<file path="src/rtl/hex_scan_ctrl.sv">
// Multiplexed 7-segment scan controller: one digit lit per dwell period, display word
// double-buffered so new values appear only at a frame boundary (no tearing).
module hex_scan_ctrl #(
  parameter int NUM_DIGITS = 8,
  parameter int SCAN_DIV   = 50000
) (
  input  logic                    clk,
  input  logic                    rst,
  input  logic [4*NUM_DIGITS-1:0] data_in,
  input  logic                    load,
  input  logic                    blank_lz,
  output logic [6:0]              seg,
  output logic [NUM_DIGITS-1:0]   an,
  output logic                    frame_done,
  output logic                    pending
);

  localparam int DW    = 4 * NUM_DIGITS;
  localparam int IDX_W = (NUM_DIGITS > 1) ? $clog2(NUM_DIGITS) : 1;
  localparam int CNT_W = $clog2(SCAN_DIV);
  localparam logic [CNT_W-1:0] CNT_LAST = CNT_W'(SCAN_DIV - 1);
  localparam logic [IDX_W-1:0] IDX_LAST = IDX_W'(NUM_DIGITS - 1);
  localparam logic [6:0]       SEG_BLANK = 7'h7F;
  localparam logic [6:0]       SEG_ZERO  = 7'h40;

  function automatic logic [6:0] seg_encode(input logic [3:0] nib);
    logic [6:0] s;
    case (nib)
      4'h0: s = 7'h40;
      4'h1: s = 7'h79;
      4'h2: s = 7'h24;
      4'h3: s = 7'h30;
      4'h4: s = 7'h19;
      4'h5: s = 7'h12;
      4'h6: s = 7'h02;
      4'h7: s = 7'h78;
      4'h8: s = 7'h00;
      4'h9: s = 7'h10;
      4'hA: s = 7'h08;
      4'hB: s = 7'h03;
      4'hC: s = 7'h46;
      4'hD: s = 7'h21;
      4'hE: s = 7'h06;
      default: s = 7'h0E;
    endcase
    return s;
  endfunction

  function automatic logic [NUM_DIGITS-1:0] anode_sel(input logic [IDX_W-1:0] idx);
    logic [NUM_DIGITS-1:0] a;
    for (int i = 0; i < NUM_DIGITS; i++) begin
      a[i] = (idx != IDX_W'(i));
    end
    return a;
  endfunction

  logic [CNT_W-1:0]      tick_cnt_q, tick_cnt_d;
  logic [IDX_W-1:0]      idx_q, idx_d;
  logic [DW-1:0]         shadow_q, shadow_d;
  logic [DW-1:0]         pend_word_q, pend_word_d;
  logic                  pending_q, pending_d;
  logic                  frame_done_q, frame_done_d;
  logic [6:0]            seg_q, seg_d;
  logic [NUM_DIGITS-1:0] an_q, an_d;

  logic                  tick;
  logic                  boundary;
  logic [3:0]            cur_nib;
  logic                  cur_blank;
  logic                  zero_run;

  // Prescaler and digit sequencing
  always_comb begin
    tick       = (tick_cnt_q == CNT_LAST);
    boundary   = tick && (idx_q == IDX_LAST);
    tick_cnt_d = tick ? '0 : tick_cnt_q + 1'b1;
    idx_d      = idx_q;
    if (tick) begin
      idx_d = (idx_q == IDX_LAST) ? '0 : idx_q + 1'b1;
    end
  end

  // Double buffer: a load in the boundary cycle bypasses the pending slot
  always_comb begin
    shadow_d     = shadow_q;
    pend_word_d  = pend_word_q;
    pending_d    = pending_q;
    frame_done_d = boundary;
    if (boundary) begin
      pending_d = 1'b0;
      if (load) begin
        shadow_d = data_in;
      end else if (pending_q) begin
        shadow_d = pend_word_q;
      end
    end else if (load) begin
      pend_word_d = data_in;
      pending_d   = 1'b1;
    end
  end

  // Digit value and leading-zero run, scanned from the most significant digit down
  always_comb begin
    cur_nib   = 4'h0;
    cur_blank = 1'b0;
    zero_run  = 1'b1;
    for (int i = NUM_DIGITS - 1; i >= 0; i--) begin
      zero_run = zero_run && (shadow_d[4*i +: 4] == 4'h0);
      if (idx_d == IDX_W'(i)) begin
        cur_nib   = shadow_d[4*i +: 4];
        cur_blank = blank_lz && zero_run && (i != 0);
      end
    end
  end

  // Outputs are built from next-state idx/shadow so seg and an switch together
  always_comb begin
    seg_d = cur_blank ? SEG_BLANK : seg_encode(cur_nib);
    an_d  = anode_sel(idx_d);
  end

  always_ff @(posedge clk) begin
    if (rst) begin
      tick_cnt_q   <= '0;
      idx_q        <= '0;
      shadow_q     <= '0;
      pend_word_q  <= '0;
      pending_q    <= 1'b0;
      frame_done_q <= 1'b0;
      seg_q        <= SEG_ZERO;
      an_q         <= anode_sel('0);
    end else begin
      tick_cnt_q   <= tick_cnt_d;
      idx_q        <= idx_d;
      shadow_q     <= shadow_d;
      pend_word_q  <= pend_word_d;
      pending_q    <= pending_d;
      frame_done_q <= frame_done_d;
      seg_q        <= seg_d;
      an_q         <= an_d;
    end
  end

  assign seg        = seg_q;
  assign an         = an_q;
  assign frame_done = frame_done_q;
  assign pending    = pending_q;

endmodule
</file>
<file path="config.mk">
export PLATFORM = sky130hd
export DESIGN_NAME = hex_scan_ctrl
export DESIGN_NICKNAME = d
export VERILOG_FILES = /design/src/rtl/hex_scan_ctrl.sv
export SDC_FILE = /design/constraint.sdc
export NUM_CORES = 1
export LEC_CHECK = 0
export CAP_MARGIN = 20
export CORE_ASPECT_RATIO = 0.7
export CORE_UTILIZATION = 25
export DETAILED_ROUTE_END_ITERATION = 6
export GPL_TIMING_DRIVEN = 0
export SLEW_MARGIN = 20
export SYNTH_ARGS = -nofsm -noshare
export SYNTH_HDL_FRONTEND = slang
export SYNTH_SLANG_ARGS = --single-unit
</file>
<file path="constraint.sdc">
create_clock -name clk -period 8 [get_ports clk]
set_clock_uncertainty 0.05 [all_clocks]
set_input_delay 2 -clock clk [delete_from_list [all_inputs] [get_ports clk]]
set_output_delay 2 -clock clk [all_outputs]
set_load 0.005 [all_outputs]
</file>
=== Yosys cells after proc, flatten, opt, wreduce, memory -nomap -nowiden ===
Memories as Yosys holds them, arrays and structs flattened.
Cells that the tools add are included.

* Register bits: 100
* Latch bits: 0
* RAM bits: 0
* ROM bits: 112
* Bits of input ports: 36
* Output and inout bits: 17
* Logic and storage cells: 78
* Memories: 1

* Add/subtract/negate cells: 2
* Multiply operators: 0
* Divide/modulo/power cells: 0
* $lt $le $gt $ge: 0
* Eq/ne operators: 16
* Shift operators: 0
* Multiplexer cells: 22
* Bitwise operators: 1
* Reductions and logical operators: 27

{| class="wikitable"
|+ Memories
! memory !! depth !! bits a word !! rd ports !! clocked after memory_dff !! wr ports !! RTL line !! source
|-
| (no name shown) || 16 || 7 || 1 || 0 || 0 || 28 || <nowiki>case (nib)</nowiki>
|}

{| class="wikitable"
|+ Operators by type and width
! cell !! number
|-
| 32-bit two-way mux || 3
|-
| 4-bit two-way mux || 8
|-
| 4-bit logical NOT || 7
|-
| 16-bit by 1-bit adder with 16-bit output, second input constant || 1
|-
| 16-bit == test, second input constant || 1
|-
| 3-bit == test, second input constant || 5
|-
| 1-bit logical AND || 14
|-
| 3-bit inequality test, second input constant || 4
|-
| 1-bit two-way mux || 8
|-
| 3-bit by 2-bit == test with 1-bit output, second input constant || 2
|-
| 3-bit two-way mux || 2
|-
| 6-bit two-way mux || 1
|-
| 3-bit by 2-bit inequality test with 1-bit output, second input constant || 2
|-
| 2-bit OR reduction || 3
|-
| 3-bit by 1-bit adder with 3-bit output, second input constant || 1
|-
| 3-bit by 1-bit == test with 1-bit output, second input constant || 1
|-
| 3-bit logical NOT || 1
|-
| 3-bit by 1-bit inequality test with 1-bit output, second input constant || 1
|-
| 3-bit nonzero test || 1
|-
| 2-bit AND reduction || 1
|-
| 1-bit NOT || 1
|}

=== Logic depth before layout (Yosys ltp) ===
* Depth in word-level cells: 14
* Depth in mapped cells: 17
* Mapped depth without buffers: 14

=== Worst setup path before layout ===
No wires, ideal clock.

* Path type: input to register
* From: input port load
* To: register seg_q[1], in the netlist seg[1]
* Arrival: 4.307 ns
* Path slack: 3.560 ns
* Stages: 12
* Path buffers: 3
* Path through: clkbuf_1 -> clkbuf_1 -> buf_1 -> o21ai_0 -> nor2_1 -> nor4_1 -> o22ai_1 -> inv_1 -> ha_1 -> inv_1 -> mux2_2 -> o221ai_1

* Word-level cells in the longest chain between the ends: 13
* Elaborated cells between the ends (all ways): 40

{| class="wikitable"
|+ RTL lines
! item !! RTL line !! source
|-
| start: declaration || 10 || <nowiki>input logic load,</nowiki>
|-
| 32-bit two-way mux (*) || 91 || <nowiki>if (load) begin</nowiki>
|-
| 32-bit two-way mux (*) || 89 || <nowiki>if (boundary) begin</nowiki>
|-
| parallel branches: the longest is 10 deep, another holds memory 16 x 7 bit || n/a ||
|-
| 6-bit two-way mux (*) || 118 || <nowiki>seg_d = cur_blank ? SEG_BLANK : seg_encode(cur_nib);</nowiki>
|-
| end signal: assignment || 139 || <nowiki>seg_q <= seg_d;</nowiki>
|-
| end: declaration || 63 || <nowiki>logic [6:0] seg_q, seg_d;</nowiki>
|}

Mark *: on every way between the ends.
A chain may end at the register's enable or synchronous reset.

=== Final worst setup path ===
Same ends and word-level chain as after synthesis.

==> run metrics <==
# placed instances=between 900 and 1k; Antenna Violating Nets Remaining=0; synthesized flop and latch total=100; fin crit share=74.1%; outcome=completed; worst path cell trace=clkdlybuf4s50_1, clkbuf_1, clkbuf_1, buf_1, o21ai_0, nor2_1, nor4_1, o22ai_1, inv_1, ha_1, inv_1, mux2_2, o221ai_1; largest net degree at the start of global routing=15; Clock Latency Late Sink=0.36 ns; non-filler instance count after layout=1002; pin slew with the least headroom to its limit=1.03 ns; area grow syn2layout=21.5%; WL final=17.5 mm; Initial Util=25.5%; Mapped Cells=about 660; RSZ-0062 raised after global routing=no; most frequent cells in the layout=nand2_1 (101), dfxtp_1 (100), nor2_1 (70), clkdlybuf4s50_1 (51), a21oi_1 (47); Crit-path slowest cell=clkdlybuf4s50_1; Slew Limit Fails=0; Top FF cell, synth=dfxtp_1; post-synthesis sequential area ratio=37.9%; Die W=176 um; antenna cells=0; crit path time final=5.93 ns; DP Wirelength=13.1 mm; post-route setup TNS=0 ns; slowest stage delay, CP=0.54 ns; VDD IR max=105 uV; layout cells sized above 1=a little over 6%; crit path kind=in2reg; Vias/cell=~5.2; CP bufs+invs=6; Lkg Pwr=~2.3 nW; maxcap violations=0; Fin. Hold Viols=0; DRT Pass-1 Iters=5; Tot GR Track Use=16.4%; Post-Synthesis Cell Area=0.00529 mm^2; Die Ht=between 100 and 150 um; drt wl/cell=roughly 17 um; clk slew on worst S/H paths=0.06 ns; async set-reset flop share out of synthesis=0%; gpl congestion=around 0.94; delay-heaviest family, CP=buffers and inverters; syn_nets=707; Req. time, crit path=between 8 and 9 ns; global route overflow=0; Site Rows=44; CTS buffer count=9; clk sinks=100; yosys synthesis warning count=0; max_slew headroom=29.1%; CTS max path bufs=2; fmax=169 MHz; cts hold-fix bufs=0; Mapped Avg Cell Area=around 8.0 um^2; CP endpoint kind=flip-flop; DR iter-0 viols=564; Port Buffers=51; Worst setup SP type=primary input; # Post-CTS Setup Buffers=0; IO Pins=53; DRC Markers=0; Critical Path Fanout Max=10; initial antenna violation count=0; Die ar.=0.0217 mm^2; min-delay worst type=reg2reg; via count=5182; Root Driver=clkbuf_16; CORE AREA=just over 0.02 mm^2; most common cell after layout, fill and taps aside=nand2_1; TritonCTS clock tree=built; Power Density=around 160 mW/mm^2; Final Setup Violations=0; number of synthesized flops with an enable pin=0; Nets=~770; Post-CTS Resized=0; critical path arrival=roughly 6.1 ns; final core area utilization=between 30 and 40%; Yosys cell types=between 60 and 70; global-route wire length before repair=about 27 mm; H-tree levels=3; vias in the first global route=about 4.7k
[area by class of cell]
cell class | count | area (um^2)
sequential | 100 | 2000
clock inverter | 3 | 40.0
buffer | 45 | 213
multi-input combinational | 486 | 2960
fill | 2218 | 14300
timing repair buffer | 51 | 510
inverter | 31 | 116
clock buffer | 10 | 239
tap | 276 | 345
[worst reg2reg max path, delay by kind of cell (launching register included)]
kind,cells,cell delay (ns)
and+or+nand+nor,3,0.87
muxes,2,0.45
adders and majority gates,3,0.73
AOI/OAI and AO/OA,4,0.98
buffers and inverters,4,1.12
DFF,1,0.50
[cell families after synthesis]
group                    after synthesis  share of synthesized area, %
XOR/XNOR                              12                          1.99
AO/OA/AOI/OAI                        170                          21.9
flip-flops                           100                          37.9
adder cells (fa/ha/maj)                9                          2.13
buffers and inverters                 76                          6.22
multiplexers                          28                          5.70
AND/OR/NAND/NOR                      267                          24.2
[through the flow]
stage          power, mW  setup WS [ns]  hold WS [ns]  area, um^2
5_1_grt             1.07           1.84         0.423        6420
4_1_cts             1.03           2.25         0.404        6420
2_1_floorplan      0.563           3.56         0.368        5290
3_5_place_dp       0.606           1.91         0.394        6140
3_3_place_gp       0.605           1.90         0.389        6140
6_report            1.03           2.07         0.401        6420
[registers in the layout, indices dropped and copies added, names as in the netlist]
register,cells
pend_word_q,32
shadow_q,32
tick_cnt_q,16
an,8
seg,7
idx_q,3
frame_done,1
pending,1
[worst paths after layout]
kind | start | endpoint | slack, ns | depth (start not counted)
worst min register to register | tick_cnt_q[0]$_SDFF_PP0_ | tick_cnt_q[0]$_SDFF_PP0_ | 0.40 | 1
worst max register to register | idx_q[1]$_SDFF_PP0_ | seg[1]$_SDFF_PP0_ | 3.19 | 16
worst min-delay path | tick_cnt_q[0]$_SDFF_PP0_ | tick_cnt_q[0]$_SDFF_PP0_ | 0.40 | 1
worst max-delay path | load | seg[1]$_SDFF_PP0_ | 2.07 | 13
[cells in the mapped netlist, drive strengths merged (2+ instances only)]
master / number / area [um^2]
a2111oi: 3 / 45.0
a211oi: 2 / 20.0
a21o: 2 / 15.0
a21oi: 48 / 244
a31oi: 33 / 206
a32o: 7 / 70.1
a32oi: 14 / 123
a41oi: 9 / 78.8
and2: 7 / 43.8
and3: 11 / 68.8
and4: 3 / 26.3
buf: 16 / 104
clkbuf: 29 / 109
dfxtp: 100 / 2000
ha: 9 / 113
inv: 31 / 116
mux2: 11 / 131
mux2i: 17 / 170
nand2: 101 / 379
nand2b: 11 / 68.8
nand3: 24 / 120
nand4: 7 / 43.8
nand4bb: 2 / 22.5
nor2: 70 / 263
nor2b: 2 / 12.5
nor3: 12 / 60.1
nor4: 2 / 27.5
nor4b: 4 / 50.1
o211ai: 2 / 15.0
o21a: 4 / 30.0
o21ai: 25 / 125
o221ai: 4 / 41.3
o22a: 2 / 17.5
o22ai: 6 / 37.5
o31ai: 2 / 28.8
or3: 5 / 31.3
xnor2: 5 / 43.8
xor2: 7 / 61.3
[per-layer routing]
layer  vias up  GRT usage [%]  share of wire, %
met1      2444           24.8                51
li1       2482              -                 -
met4         0           3.70               1.3
met3        25           5.19                10
met5         -              0                 0
met2       231           21.9                38
[where the power goes]
group | switching [mW] | internal [mW]
Clock | 0.190 | 0.245
Sequential | 0.00616 | 0.508
Combinational | 0.0504 | 0.0308
Note: power is estimated with default switching activity, not from simulation.
